**config.mk**
```make
export PLATFORM = sky130hd
export DESIGN_NAME = mem_arb
export DESIGN_NICKNAME = d
export VERILOG_FILES = /design/src/rtl/mem_arb_pkg.sv /design/src/rtl/mem_arb.sv
export SDC_FILE = /design/constraint.sdc
export NUM_CORES = 1
export LEC_CHECK = 0
export BUFFER_PORTS_ARGS = -buffer_cell sky130_fd_sc_hd__buf_2
export CAP_MARGIN = 30
export CORE_UTILIZATION = 45
export CTS_CLUSTER_SIZE = 20
export DETAILED_ROUTE_END_ITERATION = 8
export PLACE_DENSITY = 0.81
export SLEW_MARGIN = 20
export SYNTH_ARGS = -nofsm -noshare
export SYNTH_HDL_FRONTEND = slang
export SYNTH_SLANG_ARGS = --single-unit
```
**constraint.sdc**
```tcl
create_clock -name clk -period 10.04 [get_ports clk]
set_clock_uncertainty 0.15 [all_clocks]
set_input_delay 2.008 -clock clk [delete_from_list [all_inputs] [get_ports clk]]
set_output_delay 2.008 -clock clk [all_outputs]
set_load 0.02 [all_outputs]
```
**src/rtl/mem_arb_pkg.sv**
```systemverilog
// Shared types and helpers for the memory-port arbiter: FSM states, the
// owner encoding and the line-offset width calculation.
package mem_arb_pkg;

    typedef enum logic [1:0] {
        IDLE,
        XFER,
        DONE
    } state_t;

    typedef enum logic {
        OWN_I = 1'b0,
        OWN_D = 1'b1
    } owner_t;

    // Number of byte-address bits covered by one cache line.
    function automatic int line_off_bits(input int line_beats, input int data_w);
        return $clog2(line_beats * data_w / 8);
    endfunction

endpackage

```
**src/rtl/mem_arb.sv**
```systemverilog
// Two-way round-robin arbiter for the external memory port: grants the I-cache
// refill or D-cache refill/writeback side and sequences one line burst at a time.
module mem_arb
    import mem_arb_pkg::*;
#(
    parameter int LINE_BEATS = 4,
    parameter int ADDR_W     = 32,
    parameter int DATA_W     = 32
) (
    input  logic              clk,
    input  logic              rst,
    input  logic              i_req,
    input  logic [ADDR_W-1:0] i_addr,
    input  logic [2:0]        i_trd,
    output logic [DATA_W-1:0] i_rdata,
    output logic              i_rvalid,
    output logic              i_done,
    input  logic              d_req,
    input  logic              d_wr,
    input  logic [ADDR_W-1:0] d_addr,
    input  logic [DATA_W-1:0] d_wdata,
    input  logic [2:0]        d_trd,
    output logic [DATA_W-1:0] d_rdata,
    output logic              d_rvalid,
    output logic              d_wready,
    output logic              d_done,
    output logic              mem_req,
    output logic              mem_wr,
    output logic [ADDR_W-1:0] mem_addr,
    output logic [DATA_W-1:0] mem_wdata,
    input  logic              mem_ack,
    input  logic [DATA_W-1:0] mem_rdata,
    output logic              busy,
    output logic              owner,
    output logic [2:0]        owner_trd
);

    localparam int                OFF_BITS   = line_off_bits(LINE_BEATS, DATA_W);
    localparam int                BEAT_W     = (LINE_BEATS > 1) ? $clog2(LINE_BEATS) : 1;
    localparam logic [BEAT_W-1:0] LAST_BEAT  = BEAT_W'(LINE_BEATS - 1);
    localparam logic [ADDR_W-1:0] BEAT_BYTES = ADDR_W'(DATA_W / 8);
    localparam logic [ADDR_W-1:0] LINE_MASK  = ~((ADDR_W'(1) << OFF_BITS) - ADDR_W'(1));

    state_t            state, state_nxt;
    owner_t            own_q, last_owner, grant_own;
    logic              grant;
    logic              wr_q;
    logic [BEAT_W-1:0] beat;
    logic [ADDR_W-1:0] base_q;
    logic [2:0]        trd_q;
    logic              beat_ack, last_ack;
    logic              in_xfer, d_write;

    assign in_xfer  = (state == XFER);
    assign beat_ack = in_xfer && mem_ack;
    assign last_ack = beat_ack && (beat == LAST_BEAT);
    assign d_write  = in_xfer && wr_q && (own_q == OWN_D);

    // NOTE: every output of a combinational block gets a default first, so no
    // path leaves a signal unassigned and infers a latch.
    always_comb begin
        state_nxt = state;
        grant     = 1'b0;
        grant_own = OWN_I;
        case (state)
            IDLE: begin
                if (i_req || d_req) begin
                    grant     = 1'b1;
                    state_nxt = XFER;
                    // On a tie the side that did not own the last burst wins.
                    if (i_req && d_req)
                        grant_own = (last_owner == OWN_I) ? OWN_D : OWN_I;
                    else
                        grant_own = d_req ? OWN_D : OWN_I;
                end
            end
            XFER:    if (last_ack) state_nxt = DONE;
            DONE:    state_nxt = IDLE;
            default: state_nxt = IDLE;
        endcase
    end

    // NOTE: sequential state uses non-blocking assignments so every register
    // samples pre-edge values regardless of block ordering.
    always_ff @(posedge clk or posedge rst) begin
        if (rst) state <= IDLE;
        else     state <= state_nxt;
    end

    always_ff @(posedge clk or posedge rst) begin
        if (rst) begin
            beat       <= '0;
            last_owner <= OWN_I;
            own_q      <= OWN_I;
            trd_q      <= '0;
            wr_q       <= 1'b0;
            base_q     <= '0;
            i_rdata    <= '0;
            d_rdata    <= '0;
            i_rvalid   <= 1'b0;
            d_rvalid   <= 1'b0;
        end else begin
            i_rvalid <= 1'b0;
            d_rvalid <= 1'b0;
            if (grant) begin
                own_q  <= grant_own;
                trd_q  <= (grant_own == OWN_D) ? d_trd : i_trd;
                wr_q   <= (grant_own == OWN_D) && d_wr;
                base_q <= ((grant_own == OWN_D) ? d_addr : i_addr) & LINE_MASK;
                beat   <= '0;
            end
            if (beat_ack) begin
                beat <= (beat == LAST_BEAT) ? '0 : beat + 1'b1;
                if (!wr_q) begin
                    if (own_q == OWN_D) begin
                        d_rdata  <= mem_rdata;
                        d_rvalid <= 1'b1;
                    end else begin
                        i_rdata  <= mem_rdata;
                        i_rvalid <= 1'b1;
                    end
                end
                if (beat == LAST_BEAT) last_owner <= own_q;
            end
        end
    end

    // Beat-level outputs are gated by state so they fall with reset at once.
    assign mem_req   = in_xfer;
    assign mem_wr    = in_xfer && wr_q;
    assign mem_addr  = in_xfer ? base_q + ADDR_W'(beat) * BEAT_BYTES : '0;
    assign mem_wdata = d_write ? d_wdata : '0;
    assign d_wready  = d_write && mem_ack;
    assign i_done    = (state == DONE) && (own_q == OWN_I);
    assign d_done    = (state == DONE) && (own_q == OWN_D);
    assign busy      = (state != IDLE);
    assign owner     = own_q;
    assign owner_trd = trd_q;

endmodule

```
==> results.md, run 1 <==
- Post-detailed-placement half-perimeter wirelength: approximately 9.5 mm
- Fill cell total of the finished layout: approximately 890
- Number of enable-type register cells in the synthesized netlist: 0
- Global placement routability congestion: 0.850
- Class of the most critical hold timing path: flip-flop to flip-flop
- DRC violation count after routing: 0
- Number of cells on the worst reg-to-reg path: 4
- Routed length per placed instance: 16.9 um
- Power density relative to cell area: ~330 mW/mm^2
- Initial antenna violation count: 0
- IO Port Bufs: 269
- Maximum number of pins on one net before global-route repair: between 60 and 70
- Arrival time at the worst endpoint: 2480 ps
- Mean instance size in the synthesized netlist: about 13 sq um
- Critical R2R Capture: base_q[7]$_DFFE_PP0P_
- Most common cell after layout, fill and taps aside: buf_2
- Placeable core area: between 0.01 and 0.015 sq mm
- Share of the synthesized area in the top cell type: roughly half
- Total Die Area: 0.0117 sq mm
- Source of the worst hold timing path: d_rdata[29]$_DFFE_PP0P_
- Most frequent cells in the layout: buf_2, dfrtp_1, and2_1
- Combined area of all synthesized cells: slightly above 0.005 sq mm
- Critical path data required time: roughly 7900 ps
- CTS root buf: clkbuf_8
- Clock sink total: 104
- Starting utilization of the core area: a little under half
- Residual overflow from global routing: 0
- CTS Buffer Depth: 2
- Final min period: 4640 ps
- Post-cts hold buffer count: 0
- Proportion of layout cells with a drive suffix above 1: between 50% and 60%
- Max transition margin: a little over 50%
- Primary FF master, synth: dfrtp_1
- Placement row count: 38
- Highest ir drop seen on vdd: between 150 and 200 uV
- Post-synthesis async set-or-reset flop share: 100%
- Endpoint type of the worst setup path: output port
- Final Hold Viols: 0
- Total wire length: around 13 mm
- Number of nets in the finished design: 784
- CTS buffer count: 9
- Number of maximum-capacitance violations: 0
- Count of pins over their slew limit: 0
- Hold-critical path endpoint: d_rdata[29]$_DFFE_PP0P_
- Setup slack of the worst register-to-register path: approximately 7800 ps
- Global-route wire length before repair: 20.4 mm
- Detail-routed via count per cell: ~5.3
- Reg-to-Reg Start: state[0]$_DFFE_PP0P_
- Distinct cell type count of the synthesized netlist: 29
- Status: complete, no violations
- Total iterations of the first detailed-routing run: 4
- Clock H-tree levels: 3
- Area added between synthesis and finish: 31.6%
- Slew at the pin with the worst max-slew slack: around 740 ps
- Die Height: about 110 um
- Cell count after synthesis: 391
- Die X-Extent: approximately 110 um
- Highest clock rate: about 220 MHz
- Maximum fanout encountered on the critical timing path: 5
- Initial detailed-routing violation count: 201
- Synth warn: 0
- Num ports: 280
- Final period util: between 40% and 50%
- Vias in the first global route: 4040
- Synth top area cells: dfrtp_1, mux2_4, mux2_2, and2_1, a221o_1
- Final Core Density: between 60% and 70%
- ANT nets after route: 0
- Sequential share of the synthesized area: between 50 and 60%
- Global-route total usage across every layer: between 20% and 30%
- Yosys top cell by area: dfrtp_1
- Hold path depth: 1
- Leak Pwr: 3.46 nW
- Worst-Skew Late Latency: about 360 ps
- Post-CTS Setup Repair Bufs: 0
- Clock input transition at the sequential cells of the worst setup and hold paths: approximately 80 ps
- Critical path class: primary input to output port
- Final-report setup violation count: 0
- Unrepaired setup endpoints after global routing: false
- Antenna diode count: 0
- CTS tree: yes
- Flop and latch count out of synthesis: approximately 100
- Vias post-DR: 4135
- Setup Total Neg Slack: 0 ps
- Launching element type of the critical path: primary input
- Gates resized, CTS repair: 0
critical path: stages:
cell	delay, ps
buf_2	150
and2_1	160
buf_2	170
per-layer routing:
layer  global-route usage [%]  part of all wire (%)  routed length (um)
met5                        0                     0                   0
met2                     38.2                    48                6420
met1                     27.9                    41                5440
met3                     7.41                   9.5                1260
met4                     6.65                   1.2                 164
Yosys cell counts (2+ instances only):
master    number
buf_12         3
and4_1        31
clkbuf_1      28
mux2_2        36
buf_4          2
nand2_1        4
buf_2          3
dfrtp_1      104
nor2_1         2
and2_1        64
inv_1          3
and3_1         4
mux2_4        29
a31o_2         2
nor3b_1       32
a221o_1       31
sequential cells by signal, indices dropped and copies added (netlist names):
signal and cells:
i_rdata 32, wr_q 1, base_q 28, beat 2
owner_trd 3, owner 1, d_rdata 32, last_owner 1
d_rvalid 1, i_rvalid 1, state 2
power breakdown:
group	internal, mW	switching (mW)
Clock	0.114	0.139
Sequential	0.632	0.122
Combinational	0.515	0.655
Total	1.26	0.916
cells by family (layout without fill, tap and decap cells):
group | after synthesis | count (layout) | synth area share [%]
simple gates | 144 | 144 | 20.3
flops | 104 | 104 | 51.5
mux | 65 | 65 | 16.6
buf+inv | 40 | 295 | 4.31
compound gates | 36 | 36 | 6.98
fa+ha+maj | 1 | 1 | 0.247
other cells | 1 | 2 | 0.0742
final cells by class:
| type | count | area, sq um | area share, % |
|---|---|---|---|
| tap | 140 | 175 | 2.63 |
| inverter | 3 | 13.8 | 0.207 |
| timing repair buffer | 277 | 1410 | 21.2 |
| multi-input combinational | 248 | 2260 | 34.0 |
| sequential | 104 | 2600 | 39.1 |
| clock inverter | 5 | 58.8 | 0.884 |
| clock buffer | 10 | 128 | 1.92 |
per-stage QoR:
stage | power [mW] | instance area [sq um] | std cells | worst slack (ps) | hold WS, ps
floorplan | 1.56 | 5060 | 392 | 5150 | 321
global placement | 1.90 | 6440 | 771 | 5290 | 333
detailed placement | 1.94 | 6450 | 771 | 5410 | 341
CTS | 2.19 | 6640 | 786 | 5400 | 365
global route | 2.31 | 6650 | 787 | 5380 | 375
finish | 2.18 | 6650 | 787 | 5400 | 360
worst max path at each step:
stage,from,to,slack (ps)
CTS,mem_ack,d_wready,5400
global placement,i_req,base_q[10]$_DFFE_PP0P_,5290
floorplan,rst,base_q[10]$_DFFE_PP0P_,5150
finish,mem_ack,d_wready,5400
global route,mem_ack,d_wready,5380
detailed placement,mem_ack,d_wready,5410
(Power assumes the default switching activity.)
==> run 2: changes to the inputs <==
Clock period 10.04 ns to 4.36 ns, I/O delays scaled along.
==> run 2 against run 1 <==
Effect of this change:
- setup slack worse by 4500 ps
- combinational power grew 130%
- die area unchanged
- cell count rose by 0.38%
- count of clock-buffer cells in the layout down 1
- clock power is 110% higher
- critical path depth increased by 2
- critical endpoint unchanged
==> results.md, run 2 (synthesis results as in run 1) <==
- Area after detailed placement: 0.00647 sq mm (+0.31%)
- Source of the worst hold timing path: d_rdata[30]$_DFFE_PP0P_
- DP Cell Count: 775 (+0.52%)
- ANT nets after route: 0 (unchanged)
- CTS root buf: clkbuf_8
- Clock H-tree levels: 3 (unchanged)
- Launching element type of the critical path: flip-flop
- Unrepaired setup endpoints after global routing: false
- Proportion of layout cells with a drive suffix above 1: 57.1% (+0.20 points)
- Power density relative to cell area: 749 mW/mm^2 (+130%)
- Highest ir drop seen on vdd: 454 uV (+140%)
- CTS Buffer Depth: 2 (unchanged)
- Initial antenna violation count: 0 (unchanged)
- Global-route wire length before repair: 20.7 mm (+1.3%)
- Clock sink total: 104 (unchanged)
- Antenna diode count: 0 (unchanged)
- Registers with the most flip-flops: d_rdata: 32 flops, i_rdata: 32 flops, base_q: 28 flops
- CTS tree: yes
- Setup slack of the worst register-to-register path: 2200 ps (-5550 ps)
- Kind of cell adding the most delay to the critical path: simple AND/OR/NAND/NOR gates
- Hold path depth: 1 (unchanged)
- Critical path class: flip-flop to output port
- Clock input transition at the sequential cells of the worst setup and hold paths: 100 ps (+20 ps)
- Internal power summed over all cells: 2.85 mW (+130%)
- Status: complete, no violations
- Class of the most critical hold timing path: flip-flop to flip-flop
- Highest clock rate: 289 MHz
- Vias post-DR: 4177 (+1.0%)
- CP Buf/Inv Count: 2 (unchanged)
- Total Die Area: 0.0117 sq mm (unchanged)
- Hold-critical path endpoint: d_rdata[30]$_DFFE_PP0P_
- Cell chain of the critical path: nor2b_2 -> buf_4 -> and3_1 -> and2_1 -> buf_2
- Starting utilization of the core area: 46.4% (unchanged)
- Die X-Extent: 108 um (unchanged)
- Fill cell total of the finished layout: 879 (-1.5%)
- Leak Pwr: 3.46 nW (about the same)
- NetSw: 2.12 mW (+130%)
- Final min period: 3460 ps
- Arrival time at the worst endpoint: 2440 ps (-40 ps)
- Post-detailed-placement half-perimeter wirelength: 9.72 mm (+2.0%)
- Setup Total Neg Slack: 0 ps (unchanged)
- Die Height: 108 um (unchanged)
- Num ports: 280 (unchanged)
- Placement row count: 38 (unchanged)
- Final-report setup violation count: 0 (unchanged)
- Gates resized, CTS repair: 0 (unchanged)
- Post-route setup slack: 903 ps (-4500 ps)
- Power share of the clock group: 10.8% (-0.8 points)
- DRC violation count after routing: 0 (unchanged)
- Routed length per placed instance: 16.9 um (+0.27%)
- Longest individual stage delay on the worst path: 700 ps (+530 ps)
- Gate power share: 54.2% (+0.4 points)
- Critical path's slowest cell: and3_1
- Maximum number of pins on one net before global-route repair: 45 (-26%)
- Total iterations of the first detailed-routing run: 4 (unchanged)
- IO Port Bufs: 269 (unchanged)
- Fraction of power spent switching nets: 42.7% (+0.62 points)
- Number of nets in the finished design: 787 (+0.38%)
- Number of cells on the worst reg-to-reg path: 4 (unchanged)
- Placeable core area: 0.0109 sq mm (unchanged)
- Maximum fanout encountered on the critical timing path: 36 (+31)
- Reg power frac: 35.1% (+0.5 points)
- Post-CTS Setup Repair Bufs: 0 (unchanged)
- Final Hold Viols: 0 (unchanged)
- Critical path data required time: 3340 ps (-4540 ps)
- Slew at the pin with the worst max-slew slack: 752 ps (+11.3 ps)
- Max transition margin: 49.8% (-0.64 points)
- Area added between synthesis and finish: 31.4%
- Most common cell after layout, fill and taps aside: buf_2
- Initial detailed-routing violation count: 230 (+14%)
- Reg-to-Reg Start: state[1]$_DFFE_PP0P_
- Endpoint type of the worst setup path: output port
- CTS buffer count: 9 (unchanged)
- Count of pins over their slew limit: 0 (unchanged)
- Most frequent cells in the layout: buf_2, dfrtp_1, and2_1
- Detail-routed via count per cell: 5.29 (+0.63%)
- Number of maximum-capacitance violations: 0 (unchanged)
- Non-filler instance count after layout: 790 (+0.38%)
- Post-cts hold buffer count: 0 (unchanged)
- Design Area, Final: 0.00664 sq mm (-0.13%)
- Critical R2R Capture: d_rdata[15]$_DFFE_PP0P_
- Total wire length: 13.4 mm (+0.65%)
- Final period util: 79.3%
- Worst-Skew Late Latency: 370 ps (about the same)
- Global placement routability congestion: 0.858 (+0.94%)
- Residual overflow from global routing: 0 (unchanged)
- Pre-CTS setup slack: 1320 ps (-4090 ps)
- Vias in the first global route: 4025 (-0.37%)
- Global-route total usage across every layer: 23.0% (+0.24 points)
==> run 2: changes by cell type in the layout (fill, tap and decap cells not counted) <==
| cell | change |
|---|---|
| buf_4 | +4 |
| buf_6 | -1 |
| bufinv_16 | -1 |
| clkbuf_1 | -1 |
| clkinvlp_4 | +1 |
| inv_6 | +1 |
| nand3_1 | +1 |
| nand3_2 | -1 |
| nor2_2 | +1 |
| nor2_4 | -1 |
==> run 2: power groups by stage <==
| stage | Sequential [mW] | Combinational [mW] | Clock, mW |
|---|---|---|---|
| after floorplan | 2.11 | 1.49 | 0 |
| after global placement | 1.73 | 2.64 | 0 |
| after detailed placement | 1.76 | 2.71 | 0 |
| after CTS | 1.75 | 2.71 | 0.550 |
| after global routing | 1.80 | 2.89 | 0.593 |
| final | 1.74 | 2.69 | 0.535 |
==> run 2: cell type report <==
cell class	count	area (sq um)	area share (%)
Multi-Input combinational cell	248	2250	33.9
Clock buffer	9	124	1.87
Clock inverter	6	45.0	0.678
Timing Repair Buffer	280	1430	21.5
Tap cell	140	175	2.64
Inverter	3	13.8	0.207
Sequential cell	104	2600	39.2
==> run 2: worst max path at each step <==
stage	start	end	slack, ps	cells past startpoint
2_1_floorplan	rst	base_q[10]$_DFFE_PP0P_	610	1
3_3_place_gp	state[0]$_DFFE_PP0P_	mem_wdata[29]	1430	5
3_5_place_dp	state[0]$_DFFE_PP0P_	d_wready	1320	5
4_1_cts	state[0]$_DFFE_PP0P_	d_wready	900	5
5_1_grt	state[0]$_DFFE_PP0P_	d_wready	690	5
6_report	state[0]$_DFFE_PP0P_	d_wready	900	5
==> run 2: per-layer routing <==
metal  global-route usage, %  wire, um  vias to the layer above
met2                    37.9      6480                      206
li1                        -         -                     1941
met4                    7.93       210                        0
met3                    5.61      1100                       16
met5                       0         0                        -
met1                    29.6      5590                     2014
==> run 2: worst reg2reg max path: stages, from the launching register on <==
cell      delay, ps
dfrtp_1         440
nand3b_4        210
or3b_2          520
buf_4           320
mux2_4          400
==> run 2: metrics by stage <==
step | total power [mW] | hold slack (ps) | util [%]
floorplan | 3.60 | 321 | -
global placement | 4.37 | 334 | 59.4
detailed placement | 4.47 | 342 | 59.4
CTS | 5.01 | 364 | 61.0
global route | 5.28 | 375 | 61.0
finish | 4.97 | 361 | 61.0
